<file path="config.mk">
export PLATFORM = sky130hd
export DESIGN_NAME = sbs_to_bin_flat
export DESIGN_NICKNAME = d
export VERILOG_FILES = /design/src/rtl/sbs_to_bin_if.sv /design/src/rtl/sbs_to_bin.sv /design/src/flat_wrapper.sv
export SDC_FILE = /design/constraint.sdc
export NUM_CORES = 1
export LEC_CHECK = 0
export ABC_AREA = 1
export CORE_ASPECT_RATIO = 1.2
export CORE_MARGIN = 2
export CORE_UTILIZATION = 23
export DETAILED_ROUTE_END_ITERATION = 7
export GPL_ROUTABILITY_DRIVEN = 0
export SETUP_SLACK_MARGIN = 0.1
export SLEW_MARGIN = 20
export SYNTH_ARGS = -nofsm -noshare
export SYNTH_HDL_FRONTEND = slang
export SYNTH_SLANG_ARGS = --single-unit
</file>
<file path="constraint.sdc">
create_clock -name clk -period 9 [get_ports clk]
set_input_delay 2.7 -clock clk [delete_from_list [all_inputs] [get_ports clk]]
set_output_delay 2.7 -clock clk [all_outputs]
set_load 0.005 [all_outputs]
</file>
<file path="src/rtl/sbs_to_bin_if.sv">
// rtl/sbs_to_bin_if.sv - bitstream-in / binary-out handshake bundle for sbs_to_bin
interface sbs_to_bin_if #(
    parameter int BSL = 255,
    parameter int CW  = $clog2(BSL + 1)
);
    logic [BSL-1:0] a_sbs;
    logic           sbs_valid;
    logic           sbs_ready;
    logic [CW-1:0]  a_bin;
    logic           out_valid;
    logic           out_ready;

    modport master (
        output a_sbs, sbs_valid, out_ready,
        input  sbs_ready, a_bin, out_valid
    );

    modport slave (
        input  a_sbs, sbs_valid, out_ready,
        output sbs_ready, a_bin, out_valid
    );
endinterface

</file>
<file path="src/rtl/sbs_to_bin.sv">
// rtl/sbs_to_bin.sv - stochastic bitstream to binary popcount converter (optional SBS2BIN_OVERRUN_EN)
module sbs_to_bin #(
    parameter int BSL   = 255,
    parameter int LANES = 8,
    parameter int CW    = $clog2(BSL + 1)
) (
    input  logic           clk,
    input  logic           rst,
    sbs_to_bin_if.slave    bus,
    output logic           busy
`ifdef SBS2BIN_OVERRUN_EN
    ,
    output logic           overrun
`endif
);
    localparam int NCHUNK = (BSL + LANES - 1) / LANES;
    localparam int CHW    = (NCHUNK > 1) ? $clog2(NCHUNK) : 1;

    typedef enum logic [1:0] {IDLE, COUNT, HOLD} state_t;

    state_t         state;
    logic [BSL-1:0] shift;
    logic [CW-1:0]  acc;
    logic [CHW-1:0] chunk;
    logic [CW-1:0]  lane_sum;
    logic [CW-1:0]  acc_next;

    always_comb begin
        lane_sum = '0;
        for (int i = 0; i < LANES; i++) begin
            lane_sum = lane_sum + CW'(shift[i]);
        end
        acc_next = acc + lane_sum;
    end

    always_ff @(posedge clk) begin
        if (!rst) begin
            state         <= IDLE;
            shift         <= '0;
            acc           <= '0;
            chunk         <= '0;
            bus.a_bin     <= '0;
            bus.sbs_ready <= 1'b1;
            bus.out_valid <= 1'b0;
            busy          <= 1'b0;
        end else begin
            case (state)
                IDLE: begin
                    if (bus.sbs_valid) begin
                        shift         <= bus.a_sbs;
                        acc           <= '0;
                        chunk         <= '0;
                        state         <= COUNT;
                        bus.sbs_ready <= 1'b0;
                        busy          <= 1'b1;
                    end
                end
                COUNT: begin
                    acc   <= acc_next;
                    shift <= shift >> LANES;
                    chunk <= chunk + 1'b1;
                    // Result is published on the same edge that sums the final chunk.
                    if (chunk == CHW'(NCHUNK - 1)) begin
                        bus.a_bin     <= acc_next;
                        bus.out_valid <= 1'b1;
                        busy          <= 1'b0;
                        state         <= HOLD;
                    end
                end
                HOLD: begin
                    if (bus.out_ready) begin
                        bus.out_valid <= 1'b0;
                        bus.sbs_ready <= 1'b1;
                        state         <= IDLE;
                    end
                end
                default: begin
                    state         <= IDLE;
                    bus.sbs_ready <= 1'b1;
                    bus.out_valid <= 1'b0;
                    busy          <= 1'b0;
                end
            endcase
        end
    end

`ifdef SBS2BIN_OVERRUN_EN
    logic sbs_valid_q;

    // A fresh done from the generator while we are still busy means a bitstream was dropped.
    always_ff @(posedge clk) begin
        if (!rst) begin
            sbs_valid_q <= 1'b0;
            overrun     <= 1'b0;
        end else begin
            sbs_valid_q <= bus.sbs_valid;
            if (bus.sbs_valid && !sbs_valid_q && (state != IDLE)) begin
                overrun <= 1'b1;
            end
        end
    end
`endif
endmodule
</file>
<file path="src/flat_wrapper.sv">
// flat-port wrapper written by rule: the top's interface ports become plain ports
module sbs_to_bin_flat 
#(
    parameter int BSL   = 255,
    parameter int LANES = 8,
    parameter int CW    = $clog2(BSL + 1)
)
  (clk, rst, busy, bus_a_sbs, bus_sbs_valid, bus_out_ready, bus_sbs_ready, bus_a_bin, bus_out_valid);
  sbs_to_bin_if #(.BSL(BSL), .CW(CW)) bus_i ();
  input  logic clk;
  input  logic rst;
  output logic busy;
  input wire logic [$bits(bus_i.a_sbs)-1:0] bus_a_sbs;
  input wire logic [$bits(bus_i.sbs_valid)-1:0] bus_sbs_valid;
  input wire logic [$bits(bus_i.out_ready)-1:0] bus_out_ready;
  output wire logic [$bits(bus_i.sbs_ready)-1:0] bus_sbs_ready;
  output wire logic [$bits(bus_i.a_bin)-1:0] bus_a_bin;
  output wire logic [$bits(bus_i.out_valid)-1:0] bus_out_valid;
  assign bus_i.a_sbs = bus_a_sbs;
  assign bus_i.sbs_valid = bus_sbs_valid;
  assign bus_i.out_ready = bus_out_ready;
  assign bus_sbs_ready = bus_i.sbs_ready;
  assign bus_a_bin = bus_i.a_bin;
  assign bus_out_valid = bus_i.out_valid;
  sbs_to_bin #(.BSL(BSL), .LANES(LANES), .CW(CW)) u_core (.clk(clk), .rst(rst), .bus(bus_i), .busy(busy));
endmodule
</file>
After elaboration in Yosys (flattened, before gate mapping)
Cells that the tools add are included.
{"block": "classes", "n_addsub": 9, "n_eq_ne": 6, "muxes": 19, "bitwise_logic": 3, "reduce_logical": 8}
{"operator": "255-bit one-hot mux with 2 select lines", "n": 1}
{"operator": "255-bit 2-to-1 mux", "n": 1}
{"operator": "8-bit by 1-bit adder with 8-bit output", "n": 6}
{"operator": "8-bit one-hot mux with 2 select lines", "n": 1}
{"operator": "3-bit AND reduction", "n": 4}
{"operator": "5-bit one-hot mux with 2 select lines", "n": 1}
{"operator": "1-bit one-hot mux with 3 select lines", "n": 3}
{"operator": "8-bit adder", "n": 1}
{"operator": "8-bit 2-to-1 mux", "n": 1}
{"operator": "1-bit 2-to-1 mux", "n": 6}
{"operator": "2-bit 2-to-1 mux", "n": 3}
{"operator": "2-bit one-hot mux with 3 select lines", "n": 1}
{"operator": "5-bit by 1-bit adder with 5-bit output (second input constant)", "n": 1}
{"operator": "5-bit equality test (second input constant)", "n": 1}
{"operator": "5-bit 2-to-1 mux", "n": 1}
{"operator": "2-bit != test (second input constant)", "n": 2}
{"operator": "2-bit AND reduction", "n": 2}
{"operator": "1-bit inverter", "n": 3}
{"operator": "1-bit by 1-bit adder with 2-bit output", "n": 1}
{"operator": "2-bit by 1-bit equality test with 1-bit output (second input constant)", "n": 1}
{"operator": "2-bit equality test (second input constant)", "n": 1}
{"operator": "2-bit logical NOT", "n": 1}
{"operator": "2-bit by 1-bit != test with 1-bit output (second input constant)", "n": 1}
{"operator": "2-bit nonzero test", "n": 1}
{"block": "word_totals", "register_bits": 281, "output_inout_bits": 11, "elab_cells": 53}

Depth between registers and ports, before layout
Gate-level depths: netlist of run 1.
{"block": "depth", "depth_word": 9, "depth_mapped": 19, "depth_no_buf": 19}

Worst setup path before layout of run 1
Ideal clock, no wire load.
{"block": "synth_timing", "path_type": "input to register", "start": "input bus_sbs_valid", "end": "register u_core.shift[199]", "setup_ns": 0.118, "arrival_time_ns": 3.495, "t_required_ns": 8.882, "path_slack_ns": 5.388, "path_stages": 7, "cell_sequence": "nand2_1 nor2_2 inv_2 buf_2 buf_2 o221ai_1 nor2_1"}
{"block": "synth_via", "elab_chain_cells": 2}
{"item": "start: declaration", "line_no": "flat_wrapper.sv:14", "rtl": "input wire logic [$bits(bus_i.sbs_valid)-1:0] bus_sbs_valid;"}
{"item": "2-bit != test (no source line)"}
{"item": "2-bit AND reduction (no source line)"}
{"item": "end signal: assignment", "line_no": "sbs_to_bin.sv:50", "rtl": "shift <= bus.a_sbs;"}
{"item": "end signal: assignment", "line_no": "sbs_to_bin.sv:60", "rtl": "shift <= shift >> LANES;"}
{"item": "end: declaration", "line_no": "sbs_to_bin.sv:22", "rtl": "logic [BSL-1:0] shift;"}
No other way between the ends.
A chain may end at the register's enable or synchronous reset.

Worst setup path in the final report of run 1
{"block": "layout_timing", "start": "input bus_sbs_valid", "end": "register u_core.shift[53]"}
The elaborated chain is that of the path after synthesis.

==> metrics.md, run 1 <==
| Metric | Value |
|---|---|
| I/O pin count | 270 |
| Core ar. | 48230 um2 |
| Drt drc | 0 |
| Slew headroom | around a third |
| CTS H-Tree Depth | 1 |
| Initial antenna violation count | 4 |
| Initial core utilization | around a quarter |
| Vias in the first global route | between 9000 and 10000 |
| Final #Nets | 1827 |
| Antenna Nets Post-Route | 0 |
| Port bufs | 269 |
| Worst path required time | 9.49 ns |
| Leakage | ~6 nW |
| Worst Skew | 0.008317 ns |
| CP max FO | 129 |
| Skew-Pair Late Insertion Delay | 0.57 ns |
| Die width | 206.0 um |
| Mapped Cells | approximately 1400 |
| Crit path cell chain | clkdlybuf4s50_1 > nand2_1 > nor2_2 > buf_4 > inv_6 > buf_12 > o221ai_1 > nor2_1 |
| Final hold viol count | 0 |
| #FFs+latches synth | 281 |
| Postcts setup bufs | 0 |
| Slew at the pin closest to its max-slew limit | 1.004 ns |
| Post-synth EDFFs | 0 |
| Post-synthesis cell type count | 29 |
| First-pass GRT wire length | 52.97 mm |
| CTS clock-pin slew for the worst setup and hold paths | 0.06 ns |
| CP peak stage delay | 0.54 ns |
| Hold_buf cts | 0 |
| Overall Global Routing Usage | 12.93% |
| Status | finished, final reports clean |
| Drt via density | 4.676 |
| Placed wire-length estimate | 22.64 mm |
| Avg Cell Area, Syn | 8.309 um2 |
| Worst-case clock buffer depth | 3 |
| Post-cts resize count | 0 |
| Maximum vdd ir drop | 0.0001204 V |
| Sequential area share after synthesis | 49.97% |
| DR WL/cell | 15.89 um |
| Clk sink count | 281 |
| Global route total overflow | 0 |
| Die H | about 250 um |
| Placed Instances | 2147 |
| Final WL | between 30 and 40 mm |
| Layout cell share with drive strength beyond 1 | approximately 4.6% |
| Async SR Flop Fraction | 0% |
| Worst EP arrival | 5.36 ns |
| Crit end category | flip-flop |
| CP startpoint kind | input pin |
| Worst path top cell family by delay | buffers and inverters |
| YS warnings | 0 |
| Main synth FF type | dfxtp_1 |
| Hold Crit Class | reg2reg |
| Largest net degree at the start of global routing | 130 |
| Core Rows | 88 |
| Power Density | about 210 nW/um2 |
| Setup TNS | 0 ns |
| Vias | approximately 10000 |
| Worst path slowest cell | inv_6 |
| DRT iter0 DRCs | about 700 |
| Die area | 50740 um2 |
| First-pass DRT Iterations | 5 |
| RSZ-0062 raised after global routing | false |
| Cts bufs inserted | 31 |
| TritonCTS clock tree | done |
| Layout area overhead | 37.18% |
| Non-filler cells, final | 2204 |
| Final min period | 4.869 ns |
| Root Driver | clkbuf_16 |
| Slew Limit Fails | 0 |
| Max Cap Violations | 0 |
| Final worst-path cycle share | 54.10% |
| Kind of critical path | in2reg |
| Buffers & Inverters on Critical Path | 4 |
| Synthesized cell area | 11260 um2 |
| Total power | 3.286 mW |
| Setup Viol. Count Final | 0 |
| Fmax | 205.4 MHz |
| Syn nets | 1632 |
worst paths after layout:
kind                                  start                          endpoint  slack (ns)  cells past startpoint
max                           bus_sbs_valid     u_core.shift[53]$_SDFFE_PN0P_        4.13                      8
min          u_core.shift[251]$_SDFFE_PN0P_    u_core.shift[251]$_SDFFE_PN0P_        0.47                      2
max reg2reg    u_core.shift[0]$_SDFFE_PN0P_  u_core.bus.a_bin[6]$_SDFFE_PN0P_        5.36                     19
min reg2reg  u_core.shift[251]$_SDFFE_PN0P_    u_core.shift[251]$_SDFFE_PN0P_        0.47                      2
layer usage:
| metal | part of all wire (%) | track usage, % | up-vias | wire length [um] |
|---|---|---|---|---|
| met4 | 1.9 | 3.193 | 8 | 648 |
| met1 | 44 | 16.89 | 4768 | 15570 |
| li1 | - | - | 5163 | - |
| met5 | 0.17 | 0 | - | 60 |
| met2 | 44 | 20.42 | 314 | 15290 |
| met3 | 9.9 | 4.325 | 52 | 3457 |
worst min-delay path, cell delays in order (launching register included):
cell	delay, ns
dfxtp_1	0.31
nand2_1	0.06
a21oi_1	0.05
cell usage in the layout, fill, tap and decap left out, types with 12 or more instances in the layout:
cell,synthesis,layout
inv_1,35,35
nand2_1,135,135
dfxtp_1,281,281
clkdlybuf4s50_1,0,268
o221ai_1,216,216
a22oi_1,12,12
a31oi_1,20,20
clkbuf_16,0,31
nor2_1,435,435
nand3_1,13,13
ha_1,14,14
a21oi_1,43,43
state kept, by name, summed over array words and instances, names as in the netlist:
| register | flops |
|---|---|
| u_core.shift | 255 |
| u_core.acc | 8 |
| u_core.bus.a_bin | 8 |
| u_core.chunk | 5 |
| u_core.state | 2 |
| u_core.bus.out_valid | 1 |
| u_core.bus.sbs_ready | 1 |
| u_core.busy | 1 |
cell type report:
| type | instances | area [um2] |
|---|---|---|
| Antenna cell | 1 | 2.502 |
| Clock buffer | 43 | 900.9 |
| Clock inverter | 13 | 220.2 |
| Fill cell | 5128 | 32780 |
| Inverter | 39 | 151.4 |
| Multi-Input combinational cell | 919 | 4977 |
| Sequential cell | 281 | 5625 |
| Tap cell | 630 | 788.3 |
| Timing Repair Buffer | 278 | 2778 |
stage by stage:
stage | hold WS, ns | setup slack [ns] | utilization, % | instance area [um2]
after global placement | 0.4513 | 3.605 | 29.69 | 14320
after CTS | 0.4642 | 4.189 | 32.01 | 15440
final | 0.4652 | 4.131 | 32.02 | 15440
after global routing | 0.4912 | 4.009 | 32.02 | 15440
after floorplan | 0.4400 | 5.388 | - | 11260
after detailed placement | 0.4560 | 3.596 | 29.69 | 14320
power breakdown:
part | total (mW) | leakage [nW] | switching, mW | internal, mW
Combinational | 0.472 | 3.13 | 0.245 | 0.226
Sequential | 1.42 | 2.33 | 0.0660 | 1.36
Clock | 1.39 | 0.549 | 0.525 | 0.864
synth_stat cells, types with 2 or more instances:
cell type	n	share of area (%)
inv_2	3	0.10
or2_2	3	0.17
buf_2	69	3.1
buf_1	4	0.13
buf_4	2	0.13
o221ai_1	216	17
a21o_1	4	0.27
clkbuf_1	40	1.3
a22oi_1	12	0.80
nor2_2	2	0.11
nor2_1	435	15
nand2_1	135	4.5
fa_1	4	0.71
dfxtp_1	281	50
nand3_1	13	0.58
inv_1	35	1.2
ha_1	14	1.6
a21oi_1	43	1.9
o21ai_0	9	0.40
a31oi_1	20	1.1
nor3_1	2	0.089
nand2_2	2	0.11
cells by family after synthesis:
kind of cell             synth area share (%)
adder cells (fa/ha/maj)                 2.267
XOR/XNOR                              0.07781
AND/OR/NAND/NOR                         20.12
buffers and inverters                   6.068
flip-flops                              49.97
AO/OA/AOI/OAI                           21.50
No activity file was read; power rests on OpenSTA's default activity.
==> inputs of run 2 (changes only) <==
clock period = 3.95 ns   (was 9 ns; I/O delays follow)
==> run 2 against run 1 <==
  * Cell count is 0.59% higher
  * Clock power up 130%
  * Total power is 130% higher
  * Clock skew rose by 0.0069 ns
  * Sequential power up 130%
  * Non-clock buffer count grew 8
  * Critical path depth grew 11
  * Critical endpoint is now u_core.bus.a_bin[6]$_SDFFE_PN0P_
  * Sequential share of layout area is 0.38 points lower
  * Sequential cell count unchanged
  * Design area grew 1.0%
  * First-iteration DRC count decreased by 20%
  * Combinational power rose by 130%
==> metrics.md, run 2 (synthesized netlist as in run 1, its figures left out) <==
| Metric | Value |
|---|---|
| Leakage | 6.091 nW (was 6.003 nW) |
| Reg2Reg Depth | 19 (unchanged) |
| Min-delay src | u_core.shift[254]$_SDFFE_PN0P_ (was u_core.shift[251]$_SDFFE_PN0P_) |
| Commonest non-fill, non-tap cell in the layout | nor2_1 (unchanged) |
| Worst R2R Setup Slack | 0.44 ns (was 5.36 ns) |
| Setup Viol. Count Final | 0 (unchanged) |
| Most frequent cells in the layout | nor2_1 (435), dfxtp_1 (281), clkdlybuf4s50_1 (268) (unchanged) |
| Max Cap Violations | 0 (unchanged) |
| CTS clock-pin slew for the worst setup and hold paths | 0.06 ns (about the same) |
| Setup crit end | u_core.bus.a_bin[6]$_SDFFE_PN0P_ (was u_core.shift[53]$_SDFFE_PN0P_) |
| Final min period | 3.515 ns |
| Slew at the pin closest to its max-slew limit | 1.105 ns (was 1.004 ns) |
| DR WL/cell | 16.04 um (was 15.89 um) |
| Crit end category | flip-flop (unchanged) |
| Port bufs | 269 (unchanged) |
| Worst path slowest cell | fa_1 (was inv_6) |
| Die width | 206.0 um (unchanged) |
| TritonCTS clock tree | done (unchanged) |
| Largest register FFs | 255 (unchanged) |
| Setup WS post-layout | 0.4352 ns (was 4.131 ns) |
| Slew headroom | 26.35% (was 33.05%) |
| Initial core utilization | 23.34% (unchanged) |
| Cts bufs inserted | 34 (was 31) |
| Placed wire-length estimate | 23.50 mm (was 22.64 mm) |
| Largest Register | u_core.shift (unchanged) |
| Vias | 10380 (was 10310) |
| Largest regs | u_core.shift (255), u_core.acc (8), u_core.bus.a_bin (8) (unchanged) |
| DP Worst Slack | 0.4101 ns (was 3.596 ns) |
| Slew Limit Fails | 0 (unchanged) |
| First-pass GRT wire length | 54.91 mm (was 52.97 mm) |
| CP max FO | 3 (was 129) |
| Final #Nets | 1838 (was 1827) |
| Postcts setup bufs | 0 (unchanged) |
| Global route total overflow | 0 (unchanged) |
| Placed Instances | 2155 (was 2147) |
| Final worst-path cycle share | 88.98% |
| Root Driver | clkbuf_16 (unchanged) |
| Vias in the first global route | 10160 (was 9698) |
| Status | finished, final reports clean (unchanged) |
| Core Rows | 88 (unchanged) |
| Hold path depth | 2 (unchanged) |
| Antenna Nets Post-Route | 0 (unchanged) |
| Non-filler cells, final | 2217 (was 2204) |
| Power Density | 484.6 nW/um2 (was 212.8 nW/um2) |
| CP startpoint kind | flip-flop (was input pin) |
| Hold_buf cts | 0 (unchanged) |
| Overall Global Routing Usage | 13.57% (was 12.93%) |
| Largest net degree at the start of global routing | 136 (was 130) |
| Core ar. | 48230 um2 (unchanged) |
| R2r endpoint | u_core.bus.a_bin[6]$_SDFFE_PN0P_ (unchanged) |
| Final WL | 35.55 mm (was 35.03 mm) |
| First-pass DRT Iterations | 5 (unchanged) |
| Setup TNS | 0 ns (unchanged) |
| Worst path required time | 4.39 ns (was 9.49 ns) |
| Die area | 50740 um2 (unchanged) |
| Worst-case clock buffer depth | 3 (unchanged) |
| RSZ-0062 raised after global routing | false (unchanged) |
| Clk sink count | 281 (unchanged) |
| Skew-Pair Late Insertion Delay | 0.53 ns (was 0.57 ns) |
| Critical path's most frequent cell | nand2_1 |
| Fmax | ~280 MHz |
| Maximum vdd ir drop | 0.0002980 V (was 0.0001204 V) |
| Kind of critical path | reg2reg (was in2reg) |
| Layout cell share with drive strength beyond 1 | 5.422% (was 4.577%) |
| Initial antenna violation count | 5 (was 4) |
| Worst EP arrival | 3.95 ns (was 5.36 ns) |
| Post-cts resize count | 0 (unchanged) |
| Total power | 7.562 mW (was 3.286 mW) |
| Drt via density | 4.682 (was 4.676) |
| CP peak stage delay | 0.51 ns (was 0.54 ns) |
| Drt drc | 0 (unchanged) |
| CP Launch Point | u_core.shift[0]$_SDFFE_PN0P_ (was bus_sbs_valid) |
| Hold Crit Class | reg2reg (unchanged) |
| DRT iter0 DRCs | 549 (was 682) |
| Worst Skew | 0.01522 ns (was 0.008317 ns) |
| Fillers | 5100 (was 5128) |
| Die H | 246.4 um (unchanged) |
| I/O pin count | 270 (unchanged) |
| CTS H-Tree Depth | 2 (was 1) |
| Final hold slack | 0.4590 ns (was 0.4652 ns) |
| Final hold viol count | 0 (unchanged) |
| Crit path cell chain | ha_1 > inv_1 > fa_1 > fa_1 > fa_1 > inv_1 > ha_1 > inv_1 > fa_1 > inv_1 > nand2_1 > nand2_1 > nand3_1 > nand2_1 > nand2_1 > nand2_1 > nand2_1 > nand2_1 > inv_1 (was clkdlybuf4s50_1 > nand2_1 > nor2_2 > buf_4 > inv_6 > buf_12 > o221ai_1 > nor2_1) |
| Layout area overhead | 38.61% (was 37.18%) |
| Reg2reg start | u_core.shift[0]$_SDFFE_PN0P_ (unchanged) |
==> run 2: cell types whose count changed in the layout (fill, tap and decap cells not counted), sizes merged <==
cell / previous run / this run
clkbuf: 43 / 51
clkinv: 6 / 7
inv: 38 / 39
bufinv: 6 / 1
buf: 10 / 18
==> run 2: cell type report <==
| type | instances | area (um2) | area share [%] |
|---|---|---|---|
| diodes | 1 | 2.502 | 0.01604 |
| clock buffers | 51 | 1089 | 6.976 |
| clock inverters | 10 | 87.58 | 0.5613 |
| inverters | 39 | 151.4 | 0.9702 |
| multi-input cells | 919 | 4977 | 31.90 |
| flip-flops and latches | 281 | 5625 | 36.05 |
| well taps | 630 | 788.3 | 5.051 |
| repair buffers | 286 | 2884 | 18.48 |
==> run 2: per-stage QoR <==
stage	area (um2)	util [%]
after global placement	14430	29.91
after floorplan	11260	-
after global routing	15600	32.35
after CTS	15600	32.35
final	15610	32.36
after detailed placement	14430	29.91
==> run 2: worst min path at each step <==
stage / to / slack, ns
after detailed placement: u_core.bus.sbs_ready$_SDFFE_PN1P_ / 0.45
final: u_core.shift[254]$_SDFFE_PN0P_ / 0.46
after global routing: u_core.chunk[3]$_SDFFE_PN0P_ / 0.48
after CTS: u_core.shift[254]$_SDFFE_PN0P_ / 0.46
after global placement: u_core.bus.sbs_ready$_SDFFE_PN1P_ / 0.45
after floorplan: u_core.acc[0]$_SDFFE_PN0P_ / 0.44
==> run 2: where the power goes <==
group,switching [mW],internal [mW],total [mW]
Combinational,0.564,0.525,1.09
Clock,1.25,1.97,3.23
Sequential,0.150,3.10,3.25
Total,1.97,5.60,7.56
==> run 2: worst max-delay path: cells and delay by family, from the launching register on <==
| kind | cells | cell delay, ns |
|---|---|---|
| adder cells (fa/ha/maj) | 6 | 2.26 |
| AND/OR/NAND/NOR | 8 | 0.53 |
| flip-flops | 1 | 0.31 |
| buffers and inverters | 5 | 0.34 |
==> run 2: metal layers <==
layer | wire length (um) | GRT usage [%] | up-vias
met4 | 923 | 4.958 | 8
met1 | 15570 | 16.93 | 4786
met2 | 15460 | 21.13 | 321
met3 | 3549 | 5.198 | 61
li1 | - | - | 5204
met5 | 52 | 0 | -
